File: src/rtl/multi_cam_capture.sv
// multi_cam_capture: selects one of NUM_CAMS pre-synchronised camera byte
// streams and frames the bytes into RGB565 or 8-bit grey pixels. Each pixel
// comes with its frame-buffer write address and its line/column position.
// Camera switching, grey-mode changes and freeze take effect only at frame
// boundaries, which are the vsync rises of the active camera.
module multi_cam_capture #(
  parameter int NUM_CAMS = 2,
  parameter int H_PIXELS = 320,
  parameter int V_PIXELS = 240,
  parameter int ADDR_W   = 17,
  localparam int SEL_W   = (NUM_CAMS > 1) ? $clog2(NUM_CAMS) : 1
) (
  input  logic                  clk_in,
  input  logic                  rst_in,
  input  logic [8*NUM_CAMS-1:0] cam_data_in,
  input  logic [3*NUM_CAMS-1:0] cam_sync_in,
  input  logic [SEL_W-1:0]      cam_sel_in,
  input  logic                  grey_mode_in,
  input  logic                  freeze_req_in,
  output logic [15:0]           pixel_out,
  output logic [ADDR_W-1:0]     addr_out,
  output logic [10:0]           hcount_out,
  output logic [9:0]            vcount_out,
  output logic                  we_out,
  output logic                  frame_done_out,
  output logic                  frozen_out,
  output logic [SEL_W-1:0]      active_cam_out,
  output logic                  overflow_out
);

  typedef enum logic [1:0] {LIVE, FRZ_PEND, FROZEN, THAW_PEND} frz_state_e;

  frz_state_e        state_q, state_d;
  logic [SEL_W-1:0]  activeCam_q;
  logic [7:0]        data_q;
  logic              pclk_q, vsync_q, href_q;
  logic              pclkPrev_q, vsyncPrev_q, hrefPrev_q;
  logic              phase_q;
  logic [7:0]        hiByte_q;
  logic [10:0]       hcount_q;
  logic [9:0]        vcount_q;
  logic [ADDR_W-1:0] lineBase_q;
  logic              greyMode_q;
  logic              capEn_q;
  logic              pixelSeen_q;
  logic [15:0]       pixel_q;
  logic [ADDR_W-1:0] addr_q;
  logic [10:0]       hcnt_q;
  logic [9:0]        vcnt_q;
  logic              we_q;
  logic              frameDone_q;
  logic              overflow_q;

  logic [7:0]  muxData;
  logic        muxPclk, muxVsync, muxHref;
  logic        pclkRise, boundary, hrefFall, capture, formPixel;
  logic        selValid, camSwitch, inRange, frozenNow;
  logic [15:0] pixelNow, pixelFmt, yAcc;
  logic [7:0]  r8, g8, b8;

  // Route the lanes of the currently captured camera to the sampling stage.
  always_comb begin
    muxData  = '0;
    muxPclk  = 1'b0;
    muxVsync = 1'b0;
    muxHref  = 1'b0;
    for (int k = 0; k < NUM_CAMS; k++) begin
      if (activeCam_q == SEL_W'(k)) begin
        muxData  = cam_data_in[8*k +: 8];
        muxPclk  = cam_sync_in[3*k];
        muxVsync = cam_sync_in[3*k+1];
        muxHref  = cam_sync_in[3*k+2];
      end
    end
  end

  assign pclkRise  = pclk_q & ~pclkPrev_q;
  assign boundary  = vsync_q & ~vsyncPrev_q;
  assign hrefFall  = hrefPrev_q & ~href_q;
  // A vsync rise wins over a coincident pclk rise; that byte is discarded.
  assign capture   = pclkRise & href_q & ~boundary;
  assign formPixel = capture & phase_q;
  assign selValid  = int'(cam_sel_in) < NUM_CAMS;
  assign camSwitch = boundary & selValid & (cam_sel_in != activeCam_q);
  assign inRange   = (int'(hcount_q) < H_PIXELS) && (int'(vcount_q) < V_PIXELS);
  assign frozenNow = (state_q == FROZEN) || (state_q == THAW_PEND);
  assign pixelNow  = {hiByte_q, data_q};

  // Convert the freshly formed RGB565 pixel to luma with widened channels.
  always_comb begin
    r8       = {pixelNow[15:11], pixelNow[15:13]};
    g8       = {pixelNow[10:5], pixelNow[10:9]};
    b8       = {pixelNow[4:0], pixelNow[4:2]};
    yAcc     = 16'(r8) * 16'd77 + 16'(g8) * 16'd150 + 16'(b8) * 16'd29;
    pixelFmt = greyMode_q ? {8'h00, yAcc[15:8]} : pixelNow;
  end

  // Sample the active lanes and keep previous levels for edge detection;
  // a camera switch clears the history so the new camera starts clean.
  always_ff @(posedge clk_in or posedge rst_in) begin
    if (rst_in) begin
      data_q      <= '0;
      pclk_q      <= 1'b0;
      vsync_q     <= 1'b0;
      href_q      <= 1'b0;
      pclkPrev_q  <= 1'b0;
      vsyncPrev_q <= 1'b0;
      hrefPrev_q  <= 1'b0;
    end else if (camSwitch) begin
      data_q      <= '0;
      pclk_q      <= 1'b0;
      vsync_q     <= 1'b0;
      href_q      <= 1'b0;
      pclkPrev_q  <= 1'b0;
      vsyncPrev_q <= 1'b0;
      hrefPrev_q  <= 1'b0;
    end else begin
      data_q      <= muxData;
      pclk_q      <= muxPclk;
      vsync_q     <= muxVsync;
      href_q      <= muxHref;
      pclkPrev_q  <= pclk_q;
      vsyncPrev_q <= vsync_q;
      hrefPrev_q  <= href_q;
    end
  end

  // Byte framing plus line/column tracking; frame boundaries restart everything.
  always_ff @(posedge clk_in or posedge rst_in) begin
    if (rst_in) begin
      phase_q    <= 1'b0;
      hiByte_q   <= '0;
      hcount_q   <= '0;
      vcount_q   <= '0;
      lineBase_q <= '0;
    end else if (boundary) begin
      phase_q    <= 1'b0;
      hcount_q   <= '0;
      vcount_q   <= '0;
      lineBase_q <= '0;
    end else if (hrefFall) begin
      phase_q    <= 1'b0;
      hcount_q   <= '0;
      lineBase_q <= lineBase_q + ADDR_W'(H_PIXELS);
      if (vcount_q != '1) vcount_q <= vcount_q + 10'd1;
    end else if (capture) begin
      phase_q <= ~phase_q;
      if (!phase_q) hiByte_q <= data_q;
      else if (hcount_q != '1) hcount_q <= hcount_q + 11'd1;
    end
  end

  // Per-frame settings that only change at a boundary.
  always_ff @(posedge clk_in or posedge rst_in) begin
    if (rst_in) begin
      activeCam_q <= '0;
      greyMode_q  <= 1'b0;
      capEn_q     <= 1'b0;
      pixelSeen_q <= 1'b0;
    end else if (boundary) begin
      if (selValid) activeCam_q <= cam_sel_in;
      greyMode_q  <= grey_mode_in;
      capEn_q     <= 1'b1;
      pixelSeen_q <= 1'b0;
    end else if (formPixel) begin
      pixelSeen_q <= 1'b1;
    end
  end

  // Registered pixel output stage toward the frame-buffer write port.
  always_ff @(posedge clk_in or posedge rst_in) begin
    if (rst_in) begin
      pixel_q     <= '0;
      addr_q      <= '0;
      hcnt_q      <= '0;
      vcnt_q      <= '0;
      we_q        <= 1'b0;
      frameDone_q <= 1'b0;
      overflow_q  <= 1'b0;
    end else begin
      we_q        <= formPixel & inRange & capEn_q & ~frozenNow;
      frameDone_q <= boundary & pixelSeen_q;
      if (formPixel) begin
        pixel_q <= pixelFmt;
        addr_q  <= lineBase_q + ADDR_W'(hcount_q);
        hcnt_q  <= hcount_q;
        vcnt_q  <= vcount_q;
      end
      if (boundary) overflow_q <= 1'b0;
      else if (formPixel && !inRange) overflow_q <= 1'b1;
    end
  end

  // Freeze state register.
  always_ff @(posedge clk_in or posedge rst_in) begin
    if (rst_in) state_q <= LIVE;
    else        state_q <= state_d;
  end

  // Freeze sequencing: entering and leaving the frozen condition waits for a
  // frame boundary, while a withdrawn request cancels a pending transition.
  always_comb begin
    state_d = state_q;
    case (state_q)
      LIVE:      if (freeze_req_in) state_d = FRZ_PEND;
      FRZ_PEND:  if (!freeze_req_in) state_d = LIVE;
                 else if (boundary) state_d = FROZEN;
      FROZEN:    if (!freeze_req_in) state_d = THAW_PEND;
      THAW_PEND: if (freeze_req_in) state_d = FROZEN;
                 else if (boundary) state_d = LIVE;
      default:   state_d = LIVE;
    endcase
  end

  assign pixel_out      = pixel_q;
  assign addr_out       = addr_q;
  assign hcount_out     = hcnt_q;
  assign vcount_out     = vcnt_q;
  assign we_out         = we_q;
  assign frame_done_out = frameDone_q;
  assign frozen_out     = frozenNow;
  assign active_cam_out = activeCam_q;
  assign overflow_out   = overflow_q;

endmodule

File: config.mk
export PLATFORM = sky130hd
export DESIGN_NAME = multi_cam_capture
export DESIGN_NICKNAME = d
export VERILOG_FILES = /design/src/rtl/multi_cam_capture.sv
export SDC_FILE = /design/constraint.sdc
export NUM_CORES = 1
export LEC_CHECK = 0
export CORE_UTILIZATION = 49
export DETAILED_ROUTE_END_ITERATION = 7
export PLACE_DENSITY_LB_ADDON = 0.05
export SLEW_MARGIN = 20
export SYNTH_ARGS = -nofsm -noshare
export SYNTH_HDL_FRONTEND = slang
export SYNTH_SLANG_ARGS = --single-unit
export TNS_END_PERCENT = 100
File: constraint.sdc
create_clock -name clk_in -period 7.81 [get_ports clk_in]
set_input_delay 1.562 -clock clk_in [delete_from_list [all_inputs] [get_ports clk_in]]
set_output_delay 1.562 -clock clk_in [all_outputs]
set_load 0.005 [all_outputs]
; ---- Word level (Yosys, flattened, before mapping)
; Cells that the tools add are included.
; W data, S select, Z words.
[word_totals]
reg_bits = 124
in_bits = 27
wordCells = 115
[classes]
addsub = 6
multipliers = 3
n_lt_le_gt_ge = 2
n_eq_ne = 10
mux = 36
bitwise_logic = 18
n_reduce_logical = 16
[ops]
columns = op, n
row1 = $mux W11, 5
row2 = $mux W17, 2
row3 = $mul A8 B7 Y15 const B, 2
row4 = $mux W10, 3
row5 = $add A17 B11 Y17, 1
row6 = $add A17 B9 Y17 const B, 1
row7 = $add A15 B16 Y16, 1
row8 = $add A16 B13 Y16, 1
row9 = $mux W1, 16
row10 = $mux W16, 1
row11 = $mux W8, 2
row12 = $mul A8 B5 Y13 const B, 1
row13 = $mux W2, 6
row14 = $add A11 B1 Y11 const B, 1
row15 = $and A1 B1 Y1, 11
row16 = $lt A11 B9 Y1 const B, 1
row17 = $ne A11 B11 Y1 const B, 1
row18 = $add A10 B1 Y10 const B, 1
row19 = $lt A10 B8 Y1 const B, 1
row20 = $ne A10 B10 Y1 const B, 1
row21 = $reduce_bool A3 Y1, 3
row22 = $pmux W2 S4, 1
row23 = $reduce_and A4 Y1, 2
row24 = $reduce_bool A2 Y1, 4
row25 = 12 further kinds, 22

; ---- Logic depth before layout (Yosys ltp)
; Gate-level depths: netlist of run 1.
[logic_depth]
word_depth = 8
mapped_depth = 25
depth_no_buf = 25

; ---- Least setup slack after synthesis of run 1
; Ideal clock, no wire load.
[synth_timing]
path_type = reg-to-reg
start = register hiByte_q[1]
end = register pixel_q[5] (netlist: pixel_out[5])
setup_time_ns = 0.099
arrival_ns = 6.242
t_required_ns = 7.711
slack_ns = 1.469
path_stages_with_launch = 23
path_buffers = 0
period_less_slack_ns = 6.341
cell_sequence = dfrtp_1 ha_1 ha_1 inv_1 fa_1 fa_1 inv_1 ha_1 xnor2_1 fa_1 fa_1 inv_1 fa_1 fa_1 inv_1 ha_1 a21o_1 a21o_2 a41o_4 a31oi_2 o21bai_2 xnor2_1 a311oi_1
[synth_via]
elab_chain_len = 4
[synth_rtl]
columns = element, line_no
row1 = "start, declared", 39  ; logic [7:0] hiByte_q;
row2 = "start signal, assigned", 148  ; if (!phase_q) hiByte_q <= data_q;
row3 = $mul A8 B7 Y15, 94  ; yAcc = 16'(r8) * 16'd77 + 16'(g8) * 16'd150 + 16'(b8) * 16'd29;
row4 = $add A15 B16 Y16, 94
row5 = $add A16 B13 Y16, 94
row6 = $mux W16, 95  ; pixelFmt = greyMode_q ? {8'h00, yAcc[15:8]} : pixelNow;
row7 = "end signal, assigned", 184  ; pixel_q <= pixelFmt;
row8 = "end, declared", 46  ; logic [15:0] pixel_q;
; No other way between the ends.
; A chain may end at the register's enable or synchronous reset.

; ---- Final worst setup path of run 1
[layout_timing]
start = register data_q[6]
end = register pixel_q[5] (netlist: pixel_out[5])
[layout_via]
elab_chain_len = 4
[layout_rtl]
columns = element, line_no
row1 = "start, declared", 35  ; logic [7:0] data_q;
row2 = "start signal, assigned", 118  ; data_q <= muxData;
row3 = $mul A8 B7 Y15, 94
row4 = $add A15 B16 Y16, 94
row5 = $add A16 B13 Y16, 94
row6 = $mux W16, 95
; No other way between the ends.

==> Implementation_results.wiki, run 1 <==
{| class="wikitable"
! Metric !! Value
|-
| Status || complete, no violations
|-
| Cells taking the most area after synthesis || dfrtp_1 36%, ha_1 14%, fa_1 13%, nand2_1 6.4%, inv_1 4.6%
|-
| Via count || 5899
|-
| Detailed-route DRC error count || 0
|-
| Final hold violation count || 0
|-
| Buffers from clock root to sink, at most || 2
|-
| Ratio of routed vias to standard cells || around 5.2
|-
| Final critical delay including setup and external delays || slightly below 7 ns
|-
| YS warnings || 0
|-
| Share of layout cells above drive strength 1 || ~6.3%
|-
| I/O pin total || between 80 and 90
|-
| Total routed wirelength || about 18000 um
|-
| Largest clock skew in the final design || 0.01024 ns
|-
| Commonest cells in the netlist || 138 x nand2_1, 116 x dfrtp_1, 99 x inv_1
|-
| Gate count of the mapped netlist || 817
|-
| Starting density of the core || between 50% and 60%
|-
| Number of buffers created by CTS || 17
|-
| Synthesis-to-layout area growth || 19.91%
|-
| Die W || about 130 um
|-
| Drt first-iter violations || approximately 340
|-
| Post-route fraction of the period consumed by the critical path || a little under nine tenths
|-
| Sum Neg Setup Slack || 0 ns
|-
| Biggest fanout along the worst timing path || 6
|-
| Clock slew at reported path FFs || 0.06 ns
|-
| Post-CTS sizing || 0
|-
| Vertical die dimension || between 100 and 150 um
|-
| Detailed-route wire length per cell || between 15 and 20 um
|-
| Number of antenna-violating nets in the routed design || 0
|-
| Number of clock sinks || around 120
|-
| Largest net degree at the start of global routing || 84
|-
| Critical path capture point type || flop
|-
| Global-route wire length before repair || between 30000 and 40000 um
|-
| Prevailing post-synth register cell || dfrtp_1
|-
| Clock tree root buffer cell || clkbuf_16
|-
| Arrival time of the worst setup path || between 7 and 8 ns
|-
| Placer Congestion || between 0.8 and 0.9
|-
| Class of the tightest hold or removal check || flop to flop
|-
| Area of the die || about 17000 sq um
|-
| Worst Path Class, Setup || flop to flop
|-
| Aggregate global routing overflow || 0
|-
| Antenna fix cells || 0
|-
| CTS tree || built
|-
| # rows || 46
|-
| Share of the synthesized area in the top cell type || roughly 36%
|-
| Sum of net half-perimeters after detailed placement || approximately 14000 um
|-
| Setup violation total in the final timing report || 0
|-
| Worst-case headroom to the max-slew limit || between 20% and 30%
|-
| Distinct cell type count of the synthesized netlist || 54
|-
| Highest clock rate || around 0.15 GHz
|-
| Placeable core region || ~16000 sq um
|-
| Part of the Yosys area used for sequential elements || a little over a third
|-
| Data required time of the worst path || just over 8 ns
|-
| # nets final || 1069
|-
| Post-synth EDFFs || 0
|-
| Detailed-router iteration count before antenna repair || 5
|-
| Latest clock arrival within the worst-skew pair || 0.42 ns
|-
| Via count of the first global-routing pass || between 5000 and 6000
|-
| Post-CTS setup buffer count || 0
|-
| Library cell with the highest instance count after synthesis || nand2_1
|-
| Top cell type by total area after synthesis || dfrtp_1
|-
| PortBufs || 85
|-
| CTS H-Tree Depth || 4
|-
| Cell Area, Synth || between 8000 and 9000 sq um
|-
| Transition time at the pin with the least slew margin || 1.080 ns
|-
| Initial antenna violation count || 0
|-
| CTS Hold Bufs || 0
|-
| Number of max-slew violations in the final report || 0
|-
| Synth Area per Inst || about 9.9 sq um
|-
| Setup repair after global routing missed its margin || false
|-
| Kind of start point of the critical path || flop
|-
| Total nets after synthesis || around 990
|-
| Fraction of registers with async set/reset || 100.0%
|-
| Global router's overall resource usage || 23.85%
|-
| Max cap viols || 0
|-
| Yosys reg bits || about 120
|}
-- worst paths after layout --
path | from | end | slack, ns | depth (start not counted)
min reg2reg | state_q[0] | state_q[0] | 0.44 | 1
max reg2reg | data_q[6] | pixel_out[5] | 1.08 | 25
min in group asynchronous | rst_in | hcount_out[2] | 1.50 | 2
max | data_q[6] | pixel_out[5] | 1.08 | 25
min | state_q[0] | state_q[0] | 0.44 | 1
max in group asynchronous | rst_in | data_q[2] | 5.22 | 3
-- cells by family (layout without fill, tap and decap cells) --
kind of cell,count (synthesis),count (layout),share of synthesized area (%)
muxes,23,23,2.911
AOI/OAI and AO/OA,103,103,8.455
adders and majority gates,145,145,27.47
xor gates and xnor gates,51,51,5.528
DFF,116,116,35.92
buffers and inverters,127,220,6.070
and+or+nand+nor,252,252,13.64
-- final cells by class --
cell class | count | area [sq um]
Fill cell | 1390 | 6311
Inverter | 99 | 374.1
Clock buffer | 18 | 439.2
Multi-Input combinational cell | 574 | 4695
Tap cell | 216 | 270.3
Clock inverter | 14 | 116.4
Sequential cell | 116 | 2903
Timing Repair Buffer | 89 | 892.1
-- metal layers --
layer | share of wire [%] | up-vias | track usage (%)
li1 | - | 2844 | -
met1 | 48 | 2907 | 33.63
met2 | 47 | 128 | 37.64
met3 | 3.8 | 20 | 4.642
met4 | 1.5 | 0 | 6.761
met5 | 0 | - | 0
-- per-stage QoR --
step / utilization [%] / instances / worst slack [ns] / instance area, sq um / hold WS, ns
6_report: 60.56 / 1126 / 1.077 / 9689 / 0.4421
5_1_grt: 60.56 / 1126 / 0.7184 / 9689 / 0.4865
4_1_cts: 60.53 / 1126 / 1.037 / 9686 / 0.4431
3_5_place_dp: 57.06 / 1094 / 1.090 / 9130 / 0.4348
3_3_place_gp: 56.97 / 1093 / 1.225 / 9115 / 0.4255
2_1_floorplan: - / 817 / 1.469 / 8080 / 0.4142
-- placed cells by master, fill, tap and decap left out, drive strengths merged, types with 4 or more instances in the layout --
cell type / instances
a21o: 7
a21oi: 29
and3: 10
buf: 4
clkbuf: 18
clkdlybuf4s50: 85
dfrtp: 116
fa: 54
ha: 91
inv: 107
mux2: 4
mux2i: 19
nand2: 138
nand3: 5
nand3b: 5
nand4: 13
nor2: 55
nor2b: 4
nor3: 6
o21ai: 41
o21bai: 4
o31ai: 5
or3: 5
xnor2: 20
xor2: 31
-- sequential cells by signal, indices dropped and copies added, names as in the netlist, 2 cells and up --
name        count
addr_out       17
data_q          8
hcount_out      9
hcount_q       11
hiByte_q        8
lineBase_q     11
pixel_out      16
state_q         2
vcount_out     10
vcount_q       10
-- critical path: stages (launching register included) --
cell and delay (ns):
dfrtp_1 0.45, ha_1 0.33, ha_1 0.28, ha_1 0.27, inv_1 0.05, fa_1 0.49
inv_1 0.04, ha_1 0.29, o21ai_1 0.10, a21oi_1 0.20, nor2_1 0.08, xnor2_1 0.18
fa_1 0.46, fa_1 0.51, inv_1 0.05, fa_1 0.46, fa_1 0.55, inv_1 0.04
ha_1 0.36, a21o_1 0.22, a21o_2 0.22, a41o_4 0.27, a31oi_2 0.24, o21bai_2 0.08
xnor2_1 0.13, a311oi_1 0.26
Power of run 1 is left out: the tool's default activity adds up to more than one toggle a clock period on the data nets, which glitch-free logic cannot reach.
==> inputs of run 2 (changes only) <==
--- a/config.mk
+++ b/config.mk
@@ -8,6 +8,7 @@
 export CORE_UTILIZATION = 49
 export DETAILED_ROUTE_END_ITERATION = 7
 export PLACE_DENSITY_LB_ADDON = 0.05
+export RECOVER_POWER = 100
 export SLEW_MARGIN = 20
 export SYNTH_ARGS = -nofsm -noshare
 export SYNTH_HDL_FRONTEND = slang
==> Implementation_results.wiki, run 2 (same netlist as run 1, synthesis figures left out) <==
{| class="wikitable"
! Metric !! Value
|-
| Latest clock arrival within the worst-skew pair || 0.42 ns (about the same)
|-
| Status || finished with violations
|-
| Final critical delay including setup and external delays || 6.831 ns (+0.09878 ns)
|-
| Routed metal-1 wire length || 8701 um (-1.2%)
|-
| Sum of net half-perimeters after detailed placement || 13990 um (unchanged)
|-
| Setup violation total in the final timing report || 0 (unchanged)
|-
| Max cap viols || 3 (+3)
|-
| Data required time of the worst path || 8.13 ns (about the same)
|-
| CTS tree || built
|-
| Antenna fix cells || 0 (unchanged)
|-
| Kind of start point of the critical path || flop
|-
| Number of antenna-violating nets in the routed design || 0 (unchanged)
|-
| Detailed-route DRC error count || 0 (unchanged)
|-
| Worst Path Class, Setup || flop to flop
|-
| # nets final || 1069 (unchanged)
|-
| Total routed wirelength || 18230 um (-0.42%)
|-
| I/O pin total || 86 (unchanged)
|-
| Global-route wire length before repair || 30620 um (unchanged)
|-
| Largest net degree at the start of global routing || 84 (unchanged)
|-
| Smallest setup slack after layout || 0.9786 ns (-0.09878 ns)
|-
| Class of the tightest hold or removal check || flop to flop
|-
| Initial antenna violation count || 0 (unchanged)
|-
| Area of the die || 17010 sq um (unchanged)
|-
| Critical path capture point type || flop
|-
| Placer Congestion || 0.8377 (unchanged)
|-
| Most common library cell in the layout ignoring fill and taps || nand2_1
|-
| Detailed-route wire length per cell || 16.19 um (-0.42%)
|-
| Post-place setup slack || 1.090 ns (unchanged)
|-
| Met2 wirelength from detailed routing || 8529 um (about the same)
|-
| DR top layer || met4
|-
| Largest clock skew in the final design || 0.01305 ns (+0.002811 ns)
|-
| Post-CTS setup buffer count || 0 (unchanged)
|-
| Number of max-slew violations in the final report || 105 (+105)
|-
| Arrival time of the worst setup path || 7.15 ns (+0.10 ns)
|-
| Post-route fraction of the period consumed by the critical path || 87.47% (+1.3 points)
|-
| Setup repair after global routing missed its margin || false
|-
| Biggest fanout along the worst timing path || 6 (unchanged)
|-
| Detailed-router iteration count before antenna repair || 4 (-1)
|-
| Number of buffers created by CTS || 17 (unchanged)
|-
| Commonest cells after routing, fill and taps aside || 138 x nand2_1, 116 x dfrtp_1, 98 x inv_1
|-
| Post-CTS sizing || 0 (unchanged)
|-
| Highest clock rate || 0.1464 GHz (-1.4%)
|-
| Drt first-iter violations || 424 (+23%)
|-
| Placeable core region || 16000 sq um (unchanged)
|-
| Number of clock sinks || 116 (unchanged)
|-
| Vertical die dimension || 130.4 um (unchanged)
|-
| Via count || 5868 (-0.53%)
|-
| Die W || 130.4 um (unchanged)
|-
| Ratio of routed vias to standard cells || 5.211 (-0.53%)
|-
| Transition time at the pin with the least slew margin || 2.274 ns (+1.194 ns)
|-
| Buffers from clock root to sink, at most || 2 (unchanged)
|-
| Max reg flops || 17 (unchanged)
|-
| Hold Slack || 0.4420 ns (-0.0001030 ns)
|-
| Aggregate global routing overflow || 0 (unchanged)
|-
| Via count of the first global-routing pass || 5953 (unchanged)
|-
| Violated checks || capacitance limit, slew limit
|-
| Met3 layer wire length in the routed design || 737 um (+6.0%)
|-
| Core Util, Final || 60.12% (-0.44 points)
|-
| Count of fill cells added during filler insertion || 1406 (+1.2%)
|-
| Area used by multi-input combinational logic || 4644 sq um (-1.1%)
|-
| Sum Neg Setup Slack || 0 ns (unchanged)
|-
| Synthesis-to-layout area growth || 19.05%
|-
| Final hold violation count || 0 (unchanged)
|-
| Starting density of the core || 50.50% (unchanged)
|-
| Storage cell area || 2903 sq um (unchanged)
|-
| PortBufs || 85 (unchanged)
|-
| # rows || 46 (unchanged)
|-
| Clock tree root buffer cell || clkbuf_16
|-
| Share of layout cells above drive strength 1 || 5.055% (-1.2 points)
|-
| CTS H-Tree Depth || 4 (unchanged)
|-
| Clock slew at reported path FFs || 0.06 ns (about the same)
|-
| Worst-case headroom to the max-slew limit || -51.58% (-79 points)
|-
| Global router's overall resource usage || 23.85% (unchanged)
|-
| CTS Hold Bufs || 0 (unchanged)
|}
[run 2: cell type report]
| cell class | instances | share of cell area [%] |
|---|---|---|
| clock inverters | 14 | 1.210 |
| repair buffers | 89 | 9.079 |
| inverters | 99 | 3.876 |
| flip-flops and latches | 116 | 30.18 |
| clock buffers | 18 | 4.566 |
| well taps | 216 | 2.810 |
| multi-input cells | 574 | 48.28 |
[run 2: through the flow]
stage          cell area, sq um  instances
5_1_grt                    9619       1126
3_5_place_dp               9130       1094
6_report                   9619       1126
4_1_cts                    9686       1126
3_3_place_gp               9115       1093
2_1_floorplan              8080        817
[run 2: path summary, 6_finish.rpt]
| path | slack, ns | startpoint | end | cells past startpoint |
|---|---|---|---|---|
| min reg2reg | 0.44 | state_q[0] | state_q[0] | 1 |
| max | 0.98 | data_q[6] | pixel_out[5] | 25 |
| min | 0.44 | state_q[0] | state_q[0] | 1 |
| max reg2reg | 0.98 | data_q[6] | pixel_out[5] | 25 |
| min in group asynchronous | 1.94 | rst_in | hcount_out[2] | 2 |
| max in group asynchronous | 4.53 | rst_in | vsync_q | 3 |
[run 2: per-layer routing]
layer / vias up / global-route usage (%)
li1: 2843 / -
met1: 2877 / 33.63
met2: 129 / 37.64
met3: 19 / 4.642
met4: 0 / 6.761
met5: - / 0
[run 2: worst max-delay path: stages (launching register included)]
cell	delay, ns
dfrtp_1	0.45
ha_1	0.33
ha_1	0.28
ha_1	0.28
inv_1	0.05
fa_1	0.49
inv_1	0.04
ha_1	0.29
o21ai_0	0.13
a21oi_1	0.21
nor2_1	0.08
xnor2_1	0.18
fa_1	0.46
fa_1	0.51
inv_1	0.05
fa_1	0.46
fa_1	0.55
inv_1	0.04
ha_1	0.37
a21o_1	0.22
a21o_2	0.21
a41o_1	0.28
a31oi_1	0.28
o21bai_2	0.09
xnor2_1	0.13
a311oi_1	0.26
Power of run 2 is left out for the same reason.
==> inputs of run 3 (changes only) <==
--- a/config.mk
+++ b/config.mk
@@ -5,9 +5,9 @@
 export SDC_FILE = /design/constraint.sdc
 export NUM_CORES = 1
 export LEC_CHECK = 0
-export CORE_UTILIZATION = 49
+export CORE_UTILIZATION = 45
 export DETAILED_ROUTE_END_ITERATION = 7
-export PLACE_DENSITY_LB_ADDON = 0.05
+export PLACE_DENSITY_LB_ADDON = 0.08
 export RECOVER_POWER = 100
 export SLEW_MARGIN = 20
 export SYNTH_ARGS = -nofsm -noshare
==> Implementation_results.wiki, run 3 (same netlist as run 1, synthesis figures left out) <==
{| class="wikitable"
! Metric !! Value
|-
| Status || finished with violations
|-
| Violated checks || capacitance limit, slew limit
|-
| Highest clock rate || 0.1468 GHz (+0.27%)
|-
| Max cap viols || 3 (unchanged)
|-
| Via count of the first global-routing pass || 5956 (+0.050%)
|-
| Commonest cells after routing, fill and taps aside || 138 x nand2_1, 116 x dfrtp_1, 98 x inv_1
|-
| Total routed wirelength || 18050 um (-0.99%)
|-
| Data required time of the worst path || 8.12 ns (about the same)
|-
| Number of antenna-violating nets in the routed design || 0 (unchanged)
|-
| Number of max-slew violations in the final report || 171 (+63%)
|-
| CTS H-Tree Depth || 4 (unchanged)
|-
| Detailed-route wire length per cell || 15.88 um (-1.9%)
|-
| Worst Path Class, Setup || flop to flop
|-
| Synthesis-to-layout area growth || 20.21%
|-
| CTS tree || built
|-
| Initial antenna violation count || 0 (unchanged)
|-
| Final hold violation count || 0 (unchanged)
|-
| Clock slew at reported path FFs || 0.06 ns (about the same)
|-
| Starting density of the core || 46.39% (-4.1 points)
|-
| Share of layout cells above drive strength 1 || 5.044% (-0.011 points)
|-
| Largest clock skew in the final design || 0.01029 ns (-0.002758 ns)
|-
| Ratio of routed vias to standard cells || 5.145 (-1.3%)
|-
| Aggregate global routing overflow || 0 (unchanged)
|-
| PortBufs || 85 (unchanged)
|-
| Largest net degree at the start of global routing || 75 (-11%)
|-
| Critical path capture point type || flop
|-
| Class of the tightest hold or removal check || flop to flop
|-
| Vertical die dimension || 136 um (+4.3%)
|-
| Worst-case headroom to the max-slew limit || -47.69% (+3.9 points)
|-
| Die W || 136 um (+4.3%)
|-
| Biggest fanout along the worst timing path || 6 (unchanged)
|-
| Transition time at the pin with the least slew margin || 2.215 ns (-0.05845 ns)
|-
| Setup violation total in the final timing report || 0 (unchanged)
|-
| Reg2reg start || data_q[6]
|-
| Buffers from clock root to sink, at most || 2 (unchanged)
|-
| Post-CTS setup buffer count || 0 (unchanged)
|-
| # nets final || 1071 (+0.19%)
|-
| Number of clock sinks || 116 (unchanged)
|-
| Via count || 5850 (-0.31%)
|-
| CP startpoint || data_q[6]
|-
| Number of buffers created by CTS || 17 (unchanged)
|-
| Detailed-router iteration count before antenna repair || 4 (unchanged)
|-
| Max reg flops || 17 (unchanged)
|-
| Kind of start point of the critical path || flop
|-
| Final critical delay including setup and external delays || 6.813 ns (-0.01863 ns)
|-
| Global router's overall resource usage || 21.35% (-2.5 points)
|-
| Antenna fix cells || 0 (unchanged)
|-
| Post-route fraction of the period consumed by the critical path || 87.23% (-0.24 points)
|-
| Sum of net half-perimeters after detailed placement || 13730 um (-1.9%)
|-
| Placeable core region || 17420 sq um (+8.9%)
|-
| Latest clock arrival within the worst-skew pair || 0.41 ns (about the same)
|-
| Detailed-route DRC error count || 0 (unchanged)
|-
| Most common library cell in the layout ignoring fill and taps || nand2_1
|-
| Placer Congestion || 0.8513 (+1.6%)
|-
| Hold path startpoint || state_q[0]
|-
| Global-route wire length before repair || 30120 um (-1.6%)
|-
| Setup repair after global routing missed its margin || false
|-
| # rows || 48 (+4.3%)
|-
| CTS Hold Bufs || 0 (unchanged)
|-
| Arrival time of the worst setup path || 7.12 ns (-0.03 ns)
|-
| Sum Neg Setup Slack || 0 ns (unchanged)
|-
| Area of the die || 18500 sq um (+8.7%)
|-
| Critical path's largest stage delay || 0.57 ns (+0.02 ns)
|-
| Drt first-iter violations || 214 (-50%)
|-
| I/O pin total || 86 (unchanged)
|-
| Post-CTS sizing || 0 (unchanged)
|-
| Critical-path top delay cell || fa_1
|-
| Clock tree root buffer cell || clkbuf_16
|}
[run 3: cell types whose count changed in the layout (fill, tap and decap cells not counted), sizes merged]
| cell | change |
|---|---|
| clkinvlp | -1 |
| bufinv | +4 |
| clkbuf | +2 |
| inv | -3 |
[run 3: metal layers]
metal  part of all wire (%)  GRT usage, %  routed length, um
met3                    4.0         3.803                717
met4                   0.81         5.309                146
met1                     49         29.83               8783
met5                      0             0                  0
met2                     47         34.26               8406
[run 3: final timing paths]
path,depth (start not counted),to,slack (ns)
worst max-delay path,25,pixel_out[5],1.0
worst min-delay path,1,state_q[0],0.45
worst max register to register,25,pixel_out[5],1.0
worst min register to register,1,state_q[0],0.45
max in group asynchronous,3,pixel_out[3],3.20
min in group asynchronous,2,addr_out[2],2.09
[run 3: layout make-up]
| type | count | area [sq um] |
|---|---|---|
| multi-input combinational | 574 | 4641 |
| inverter | 99 | 372.9 |
| sequential | 116 | 2903 |
| tap | 225 | 281.5 |
| clock buffer | 18 | 439.2 |
| timing repair buffer | 91 | 878.3 |
| clock inverter | 14 | 197.7 |
| fill | 1544 | 7704 |
[run 3: critical path, delay by kind of cell (launching register included)]
| kind | cells | cell delay, ns |
|---|---|---|
| adder cells (fa/ha/maj) | 10 | 4.04 |
| AO/OA/AOI/OAI | 8 | 1.65 |
| flip-flops | 1 | 0.46 |
| XOR/XNOR | 2 | 0.31 |
| buffers and inverters | 4 | 0.19 |
| AND/OR/NAND/NOR | 1 | 0.08 |
[run 3: through the flow]
stage	hold slack [ns]	std cells	setup slack (ns)	utilization, %	cell area, sq um
2_1_floorplan	0.4142	817	1.469	-	8080
3_3_place_gp	0.4268	1105	1.204	52.51	9146
3_5_place_dp	0.4480	1105	1.124	52.51	9146
4_1_cts	0.4609	1137	1.063	56.17	9783
5_1_grt	0.4718	1137	0.5921	55.77	9713
6_report	0.4545	1137	0.9972	55.77	9713
Power of run 3 is left out for the same reason.
